File: src/rtl/la_pkg.sv
// Shared definitions for the logic-analyser capture core.
// Holds the state encoding that is presented on state_o and the matching state enum.
package la_pkg;

  // Numeric encodings presented on state_o.
  localparam logic [2:0] STATE_IDLE  = 3'd0;
  localparam logic [2:0] STATE_PRE   = 3'd1;
  localparam logic [2:0] STATE_ARMED = 3'd2;
  localparam logic [2:0] STATE_POST  = 3'd3;
  localparam logic [2:0] STATE_DONE  = 3'd4;

  typedef enum logic [2:0] {
    ST_IDLE  = STATE_IDLE,
    ST_PRE   = STATE_PRE,
    ST_ARMED = STATE_ARMED,
    ST_POST  = STATE_POST,
    ST_DONE  = STATE_DONE
  } la_state_t;

endpackage

File: src/rtl/la_trig_match.sv
// Pattern trigger evaluator.
// Holds the previous qualified sample and combinationally computes a pattern hit for the
// current sample from per-bit mask / value / edge selects and an AND/OR combine select.
// Ports:
//   clk, rst    clock and synchronous active-high reset
//   sample_en   qualifier; the previous-sample register only advances on qualified cycles
//   clear       invalidates the previous sample (edge terms false on the next sample)
//   data        current sample
//   mask        1 = bit takes part in the trigger
//   value       level to match, or edge direction (1 = rising) for edge bits
//   edge_sel    1 = edge-sensitive bit, 0 = level bit
//   any_sel     0 = AND of masked terms, 1 = OR of masked terms
//   hit         combinational pattern hit for the current sample
module la_trig_match #(
  parameter int DATA_W = 6
) (
  input  logic              clk,
  input  logic              rst,
  input  logic              sample_en,
  input  logic              clear,
  input  logic [DATA_W-1:0] data,
  input  logic [DATA_W-1:0] mask,
  input  logic [DATA_W-1:0] value,
  input  logic [DATA_W-1:0] edge_sel,
  input  logic              any_sel,
  output logic              hit
);

  logic [DATA_W-1:0] prev_reg;
  logic              prev_valid_reg;
  logic [DATA_W-1:0] term;

  always_ff @(posedge clk) begin
    if (rst || clear) begin
      prev_reg       <= '0;
      prev_valid_reg <= 1'b0;
    end else if (sample_en) begin
      prev_reg       <= data;
      prev_valid_reg <= 1'b1;
    end
  end

  // An edge term needs a valid previous sample that differs and a new level equal to value.
  for (genvar gi = 0; gi < DATA_W; gi++) begin : g_term
    assign term[gi] = (data[gi] == value[gi]) &&
                      (!edge_sel[gi] || (prev_valid_reg && (prev_reg[gi] != data[gi])));
  end

  // Both combines are false over an empty mask, so mask=0 leaves only the external trigger.
  assign hit = any_sel ? (|(term & mask))
                       : ((&(term | ~mask)) && (|mask));

endmodule

File: src/rtl/la_capture_core.sv
// On-chip logic-analyser capture core.
// Stores qualified samples in a circular buffer around a pattern/external trigger with a
// programmable number of pre-trigger samples, then streams the DEPTH-sample window
// oldest-first over a valid/ready interface.
// Ports:
//   clk, rst                      clock and synchronous active-high reset
//   data_i, sample_en             probed sample and its qualifier
//   arm, abort                    start a capture from IDLE / return to IDLE
//   trig_mask/value/edge, trig_or pattern trigger configuration (latched on arm)
//   ext_trig                      external trigger, OR'd with the pattern hit
//   pre_trig                      samples kept before the trigger sample (latched on arm)
//   state_o, triggered_o, done_o  status
//   trig_addr_o                   buffer address of the trigger sample
//   rd_data, rd_valid, rd_ready, rd_last  readout stream
module la_capture_core
  import la_pkg::*;
#(
  parameter  int DATA_W = 6,
  parameter  int DEPTH  = 256,
  localparam int AW     = $clog2(DEPTH)
) (
  input  logic              clk,
  input  logic              rst,
  input  logic [DATA_W-1:0] data_i,
  input  logic              sample_en,
  input  logic              arm,
  input  logic              abort,
  input  logic [DATA_W-1:0] trig_mask,
  input  logic [DATA_W-1:0] trig_value,
  input  logic [DATA_W-1:0] trig_edge,
  input  logic              trig_or,
  input  logic              ext_trig,
  input  logic [AW-1:0]     pre_trig,
  output logic [2:0]        state_o,
  output logic              triggered_o,
  output logic              done_o,
  output logic [AW-1:0]     trig_addr_o,
  output logic [DATA_W-1:0] rd_data,
  output logic              rd_valid,
  input  logic              rd_ready,
  output logic              rd_last
);

  la_state_t         state_reg, state_next;
  logic [DATA_W-1:0] mask_cfg_reg, value_cfg_reg, edge_cfg_reg;
  logic              or_cfg_reg;
  logic [AW-1:0]     pre_cfg_reg;
  logic [AW-1:0]     wr_ptr_reg, cnt_reg, post_cnt_reg, trig_addr_reg;
  logic              triggered_reg;
  logic [AW:0]       fetch_cnt_reg;
  logic              pend_reg, pend_last_reg;
  logic              skid_valid_reg, skid_last_reg;
  logic [DATA_W-1:0] skid_data_reg;
  logic              rd_valid_reg, rd_last_reg;
  logic [DATA_W-1:0] rd_data_reg;
  logic [DATA_W-1:0] ram_q;
  logic [DATA_W-1:0] mem [DEPTH];

  logic          arm_ok, pattern_hit, trig_hit, wr_en, fire, out_free, issue, fetch_left;
  logic [AW-1:0] cnt_inc, post_init, rd_addr;
  logic [1:0]    occ;

  la_trig_match #(.DATA_W(DATA_W)) u_match (
    .clk      (clk),
    .rst      (rst),
    .sample_en(sample_en),
    .clear    (arm_ok),
    .data     (data_i),
    .mask     (mask_cfg_reg),
    .value    (value_cfg_reg),
    .edge_sel (edge_cfg_reg),
    .any_sel  (or_cfg_reg),
    .hit      (pattern_hit)
  );

  assign arm_ok    = arm && !abort && (state_reg == ST_IDLE);
  assign trig_hit  = sample_en && (pattern_hit || ext_trig);
  assign wr_en     = sample_en && ((state_reg == ST_PRE) || (state_reg == ST_ARMED) ||
                                   (state_reg == ST_POST));
  assign cnt_inc   = cnt_reg + 1'b1;
  assign post_init = AW'(DEPTH - 1) - pre_cfg_reg;

  // Readout window starts pre_trig samples before the trigger; pointer arithmetic wraps mod DEPTH.
  assign rd_addr    = trig_addr_reg - pre_cfg_reg + fetch_cnt_reg[AW-1:0];
  assign fetch_left = (fetch_cnt_reg != (AW+1)'(DEPTH));
  assign fire       = rd_valid_reg && rd_ready;
  assign out_free   = !rd_valid_reg || rd_ready;
  // Words in flight (RAM read + output + skid) never exceed two, so a read is issued only
  // when it is guaranteed a slot; this sustains one word per cycle with rd_ready high.
  assign occ   = {1'b0, pend_reg} + {1'b0, rd_valid_reg} + {1'b0, skid_valid_reg};
  assign issue = (state_reg == ST_DONE) && fetch_left && (fire || (occ < 2'd2));

  always_ff @(posedge clk) begin
    if (rst) state_reg <= ST_IDLE;
    else     state_reg <= state_next;
  end

  always_comb begin
    state_next = state_reg;
    case (state_reg)
      ST_IDLE:  if (arm) state_next = (pre_trig == '0) ? ST_ARMED : ST_PRE;
      ST_PRE:   if (sample_en && (cnt_inc == pre_cfg_reg)) state_next = ST_ARMED;
      ST_ARMED: if (trig_hit) state_next = (post_init == '0) ? ST_DONE : ST_POST;
      ST_POST:  if (sample_en && (post_cnt_reg == AW'(1))) state_next = ST_DONE;
      ST_DONE:  if (fire && rd_last_reg) state_next = ST_IDLE;
      default:  state_next = ST_IDLE;
    endcase
    if (abort) state_next = ST_IDLE;
  end

  // Capture datapath: configuration latch, write pointer and the pre/post counters.
  always_ff @(posedge clk) begin
    if (rst) begin
      mask_cfg_reg  <= '0;
      value_cfg_reg <= '0;
      edge_cfg_reg  <= '0;
      or_cfg_reg    <= 1'b0;
      pre_cfg_reg   <= '0;
      wr_ptr_reg    <= '0;
      cnt_reg       <= '0;
      post_cnt_reg  <= '0;
      trig_addr_reg <= '0;
      triggered_reg <= 1'b0;
      fetch_cnt_reg <= '0;
    end else begin
      if (arm_ok) begin
        mask_cfg_reg  <= trig_mask;
        value_cfg_reg <= trig_value;
        edge_cfg_reg  <= trig_edge;
        or_cfg_reg    <= trig_or;
        pre_cfg_reg   <= pre_trig;
        wr_ptr_reg    <= '0;
        cnt_reg       <= '0;
        triggered_reg <= 1'b0;
        fetch_cnt_reg <= '0;
      end
      if (wr_en) wr_ptr_reg <= wr_ptr_reg + 1'b1;
      if ((state_reg == ST_PRE) && sample_en) cnt_reg <= cnt_inc;
      if ((state_reg == ST_ARMED) && trig_hit) begin
        trig_addr_reg <= wr_ptr_reg;
        post_cnt_reg  <= post_init;
        triggered_reg <= 1'b1;
      end
      if ((state_reg == ST_POST) && sample_en) post_cnt_reg <= post_cnt_reg - 1'b1;
      if (issue) fetch_cnt_reg <= fetch_cnt_reg + 1'b1;
      if (abort) triggered_reg <= 1'b0;
    end
  end

  // Capture buffer: simple dual-port RAM with registered read.
  always_ff @(posedge clk) begin
    if (wr_en) mem[wr_ptr_reg] <= data_i;
    ram_q <= mem[rd_addr];
  end

  // Readout stage: output register plus one skid word absorbs the read in flight on a stall.
  always_ff @(posedge clk) begin
    if (rst || abort || (state_reg != ST_DONE)) begin
      pend_reg       <= 1'b0;
      pend_last_reg  <= 1'b0;
      skid_valid_reg <= 1'b0;
      skid_last_reg  <= 1'b0;
      skid_data_reg  <= '0;
      rd_valid_reg   <= 1'b0;
      rd_last_reg    <= 1'b0;
      rd_data_reg    <= '0;
    end else begin
      pend_reg      <= issue;
      pend_last_reg <= (fetch_cnt_reg == (AW+1)'(DEPTH - 1));
      if (out_free) begin
        if (skid_valid_reg) begin
          rd_data_reg    <= skid_data_reg;
          rd_last_reg    <= skid_last_reg;
          rd_valid_reg   <= 1'b1;
          skid_valid_reg <= pend_reg;
          skid_data_reg  <= ram_q;
          skid_last_reg  <= pend_last_reg;
        end else begin
          rd_valid_reg <= pend_reg;
          rd_last_reg  <= pend_reg && pend_last_reg;
          if (pend_reg) rd_data_reg <= ram_q;
        end
      end else if (pend_reg) begin
        skid_valid_reg <= 1'b1;
        skid_data_reg  <= ram_q;
        skid_last_reg  <= pend_last_reg;
      end
    end
  end

  assign state_o     = state_reg;
  assign triggered_o = triggered_reg;
  assign done_o      = (state_reg == ST_DONE);
  assign trig_addr_o = trig_addr_reg;
  assign rd_data     = rd_data_reg;
  assign rd_valid    = rd_valid_reg;
  assign rd_last     = rd_last_reg;

endmodule
File: config.mk
export PLATFORM = sky130hd
export DESIGN_NAME = la_capture_core
export DESIGN_NICKNAME = d
export VERILOG_FILES = /design/src/rtl/la_pkg.sv /design/src/rtl/la_trig_match.sv /design/src/rtl/la_capture_core.sv
export SDC_FILE = /design/constraint.sdc
export NUM_CORES = 1
export LEC_CHECK = 0
export CORE_MARGIN = 2
export CORE_UTILIZATION = 30
export CTS_BUF_LIST = sky130_fd_sc_hd__clkbuf_2
export CTS_CLUSTER_SIZE = 16
export DETAILED_ROUTE_END_ITERATION = 10
export HOLD_SLACK_MARGIN = 0.06
export MAX_ROUTING_LAYER = met4
export SYNTH_ARGS = -nofsm -noshare
export SYNTH_HDL_FRONTEND = slang
export SYNTH_HIERARCHICAL = 1
export SYNTH_SLANG_ARGS = --single-unit
File: constraint.sdc
create_clock -name clk -period 3.85 [get_ports clk]
set_input_delay 1.155 -clock clk [delete_from_list [all_inputs] [get_ports clk]]
set_output_delay 1.155 -clock clk [all_outputs]
set_load 0.1 [all_outputs]
==> results.yml <==
status:
  status: "complete, but fails checks"
  violations: "negative setup slack"
synth:
  yosys_warnings: 6
  synthFlopType: "edfxtp_1"
  mappedNetlistArea_um2: 65700
  async_flop_share_pct: 0
  seq_area_frac_synth_pct: 73.3
  ys_seq_elements: 1639
  synth-edff-count: 1536
  syn_nets: 3782
  syn_avg_cell_area_um2: 17.7
  yosys.cell_types.count: 71
  synth_cells: 3715
route:
  drc_errors: 0
  routed_wl_um: 172000
  first_pass_iters: 5
  postRouteAntennaNets: 0
  vias: 37800
  avgRoutedWirePerCell_um: 22.6
  drt_iter0_drc: 3709
  vias_per_cell: 4.95
worst_setup_path:
  cp-end-kind: "flip-flop"
  reg2reg_from: "trig_addr_o[1]"
  timing.critical_path.from: "trig_addr_o[1]"
  reg2regPathDepth: 15
  crit_top_cell: "mux2i_1"
  critical_path.slowest_cell: "fa_4"
  startpoint_type: "flip-flop"
  crit_family: "adder cells"
  critPathKind: "flip-flop to flip-flop"
  cp.arrival_ns: 5.78
  cp.buffers_inverters: 6
  max_stage_delay_ns: 0.90
  path_cells: "inv_2, fa_2, fa_4, buf_12, buf_8, buf_16, buf_6, mux4_2, mux2i_1, mux2i_1, a22oi_1, buf_4, o211ai_1, a32o_2, a211o_1"
  critPathMaxFanout: 8
  cp_num_cells: 15
  worstPathRequired_ns: 5.43
  rrSetupSlack_ns: -0.35
clock_tree:
  clkLatencyLatePin_ns: 1.83
  cts_sinks: 1639
  cts_root_buf: "clkbuf_2"
  cts_buffer_depth: 4
  numCtsBuffers: 409
  tritoncts: "done"
  clk_pin_slew_ns: 0.11
  htree_levels: 5
sta:
  layout_setup_ws_ns: -0.351
  period_minus_slack_ns: 4.20
  fmax_mhz: 238
  skew_ns: 0.268
  finalHoldViolCount: 0
  worst_pin_slew_ns: 1.18
  setup_viol: 8
  drv_slew: 0
  fin_setup_tns_ns: -1.99
  grt_setup_unrepaired: "true"
  period_share_pct: 109
  relSlewSlack_pct: 21.2
floorplanning:
  die_w_um: 472
  start_util_pct: 30.2
  die_y_um: 472
  rows: 171
  fp.coreArea_um2: 217000
  io_pins: 61
  fp.dieArea_um2: 223000
place:
  place.gp.congestion: 0.856
  dpl.hpwl_um: 105000
  io_buffers: 60
  dp_slack_ns: -0.563
power:
  p_leak_nw: 26.1
  vdd.ir_drop.worst_uv: 231
  p_per_area_nw_per_um2: 446
layout:
  area_growth_pct: 18.6
  largest_reg_flops: 1536
  layout-drive-gt1-share_pct: 33.9
  final_common_cell: "edfxtp_1"
  mostFrequentLayoutCells: "1536 x edfxtp_1, 571 x clkbuf_2, 432 x buf_4, 423 x nand2_1, 384 x mux4_2"
  fin_nets: 4575
min_path:
  worstHoldStart: "data_i[2]"
  holdPathStages: 2
  hold_class: "input port to flip-flop"
grt:
  grt_antenna_before_repair: 7
  overflow: 0
  grt_pass1_wl_um: 254000
  grt_max_degree: 141
  grt_pass1_vias: 38700
  grt_use_total_pct: 15.7
flow_run:
  drv_cap: 0
[worst reg2reg max path, delay by kind of cell, from the launching register on]
| family | cells | cell delay [ns] |
|---|---|---|
| adders and majority gates | 2 | 1.40 |
| AOI/OAI and AO/OA | 4 | 0.97 |
| buffers and inverters | 6 | 0.73 |
| muxes | 3 | 0.54 |
| DFF | 1 | 0.35 |
[path summary, 6_finish.rpt]
| path | to |
|---|---|
| min reg2reg | rd_data[5] |
| max | ram_q[3] |
| min | mem[167][2] |
| max reg2reg | ram_q[3] |
[per-stage QoR]
stage          hold WS [ns]  instance area [µm²]  power (mW)  std cells  utilization [%]
2_1_floorplan         0.436                65700        21.9       3715                -
3_3_place_gp          0.451                72800        23.7       6845             33.5
3_5_place_dp          0.463                72800        23.8       6845             33.5
4_1_cts              0.0863                77800        35.2       7608             35.8
5_1_grt               0.207                78000        36.2       7624             35.9
6_report              0.363                78000        34.8       7624             35.9
[metal layers]
layer / track usage [%] / part of all wire [%]
met5: - / 0
met1: 20.6 / 43
met4: 5.20 / 2.4
met2: 24.5 / 48
met3: 3.20 / 7.3
[cells in the mapped netlist, types with 16 or more instances]
cell type	n	area (µm²)
and2_1	27	169
nand3_1	74	370
dfxtp_1	103	2060
a21oi_1	80	400
nor2_1	327	1230
clkbuf_1	140	526
xor2_1	19	166
a311oi_1	29	254
edfxtp_1	1536	46100
buf_2	53	265
a211oi_1	34	255
o21ai_0	67	335
o211ai_1	34	255
nand2_1	424	1590
nor3_1	18	90.1
ha_1	20	250
or3_1	16	100
mux2i_1	67	671
mux4_2	384	8650
inv_1	41	154
[cells by family (layout without fill, tap and decap cells)]
| group | Yosys count | count (layout) | share of synthesized area (%) |
|---|---|---|---|
| buf+inv | 273 | 1325 | 1.82 |
| flops | 1639 | 1639 | 73.3 |
| simple gates | 953 | 953 | 6.14 |
| compound gates | 332 | 332 | 3.39 |
| fa+ha+maj | 27 | 27 | 0.594 |
| xor+xnor | 34 | 34 | 0.453 |
| mux | 457 | 457 | 14.3 |
| other cells | 0 | 3 | 0 |
[repair_timing]
action	4_1_cts	5_1_grt
pin swaps	20	16
hold buffers	43	0
buffers inserted	39	20
gates cloned	11	1
endpoints found under the hold margin	296	0
resized for setup	123	41
setup endpoints to repair	22	11
[report_power, final]
part	internal (mW)	total [mW]	switching [mW]
clock network	4.35	11.1	6.77
registers	19.5	19.6	0.110
logic	1.66	4.05	2.38
total	25.5	34.8	9.26
[final cells by class]
cell class	count	area (µm²)
antenna	3	7.51
inverter	42	158
fill	20500	139000
clock buffer	571	2860
sequential	1639	48200
tap	2854	3570
timing repair buffer	613	5970
multi-input combinational	1803	16600
clock inverter	99	562
No activity file was read; power rests on OpenSTA's default activity.
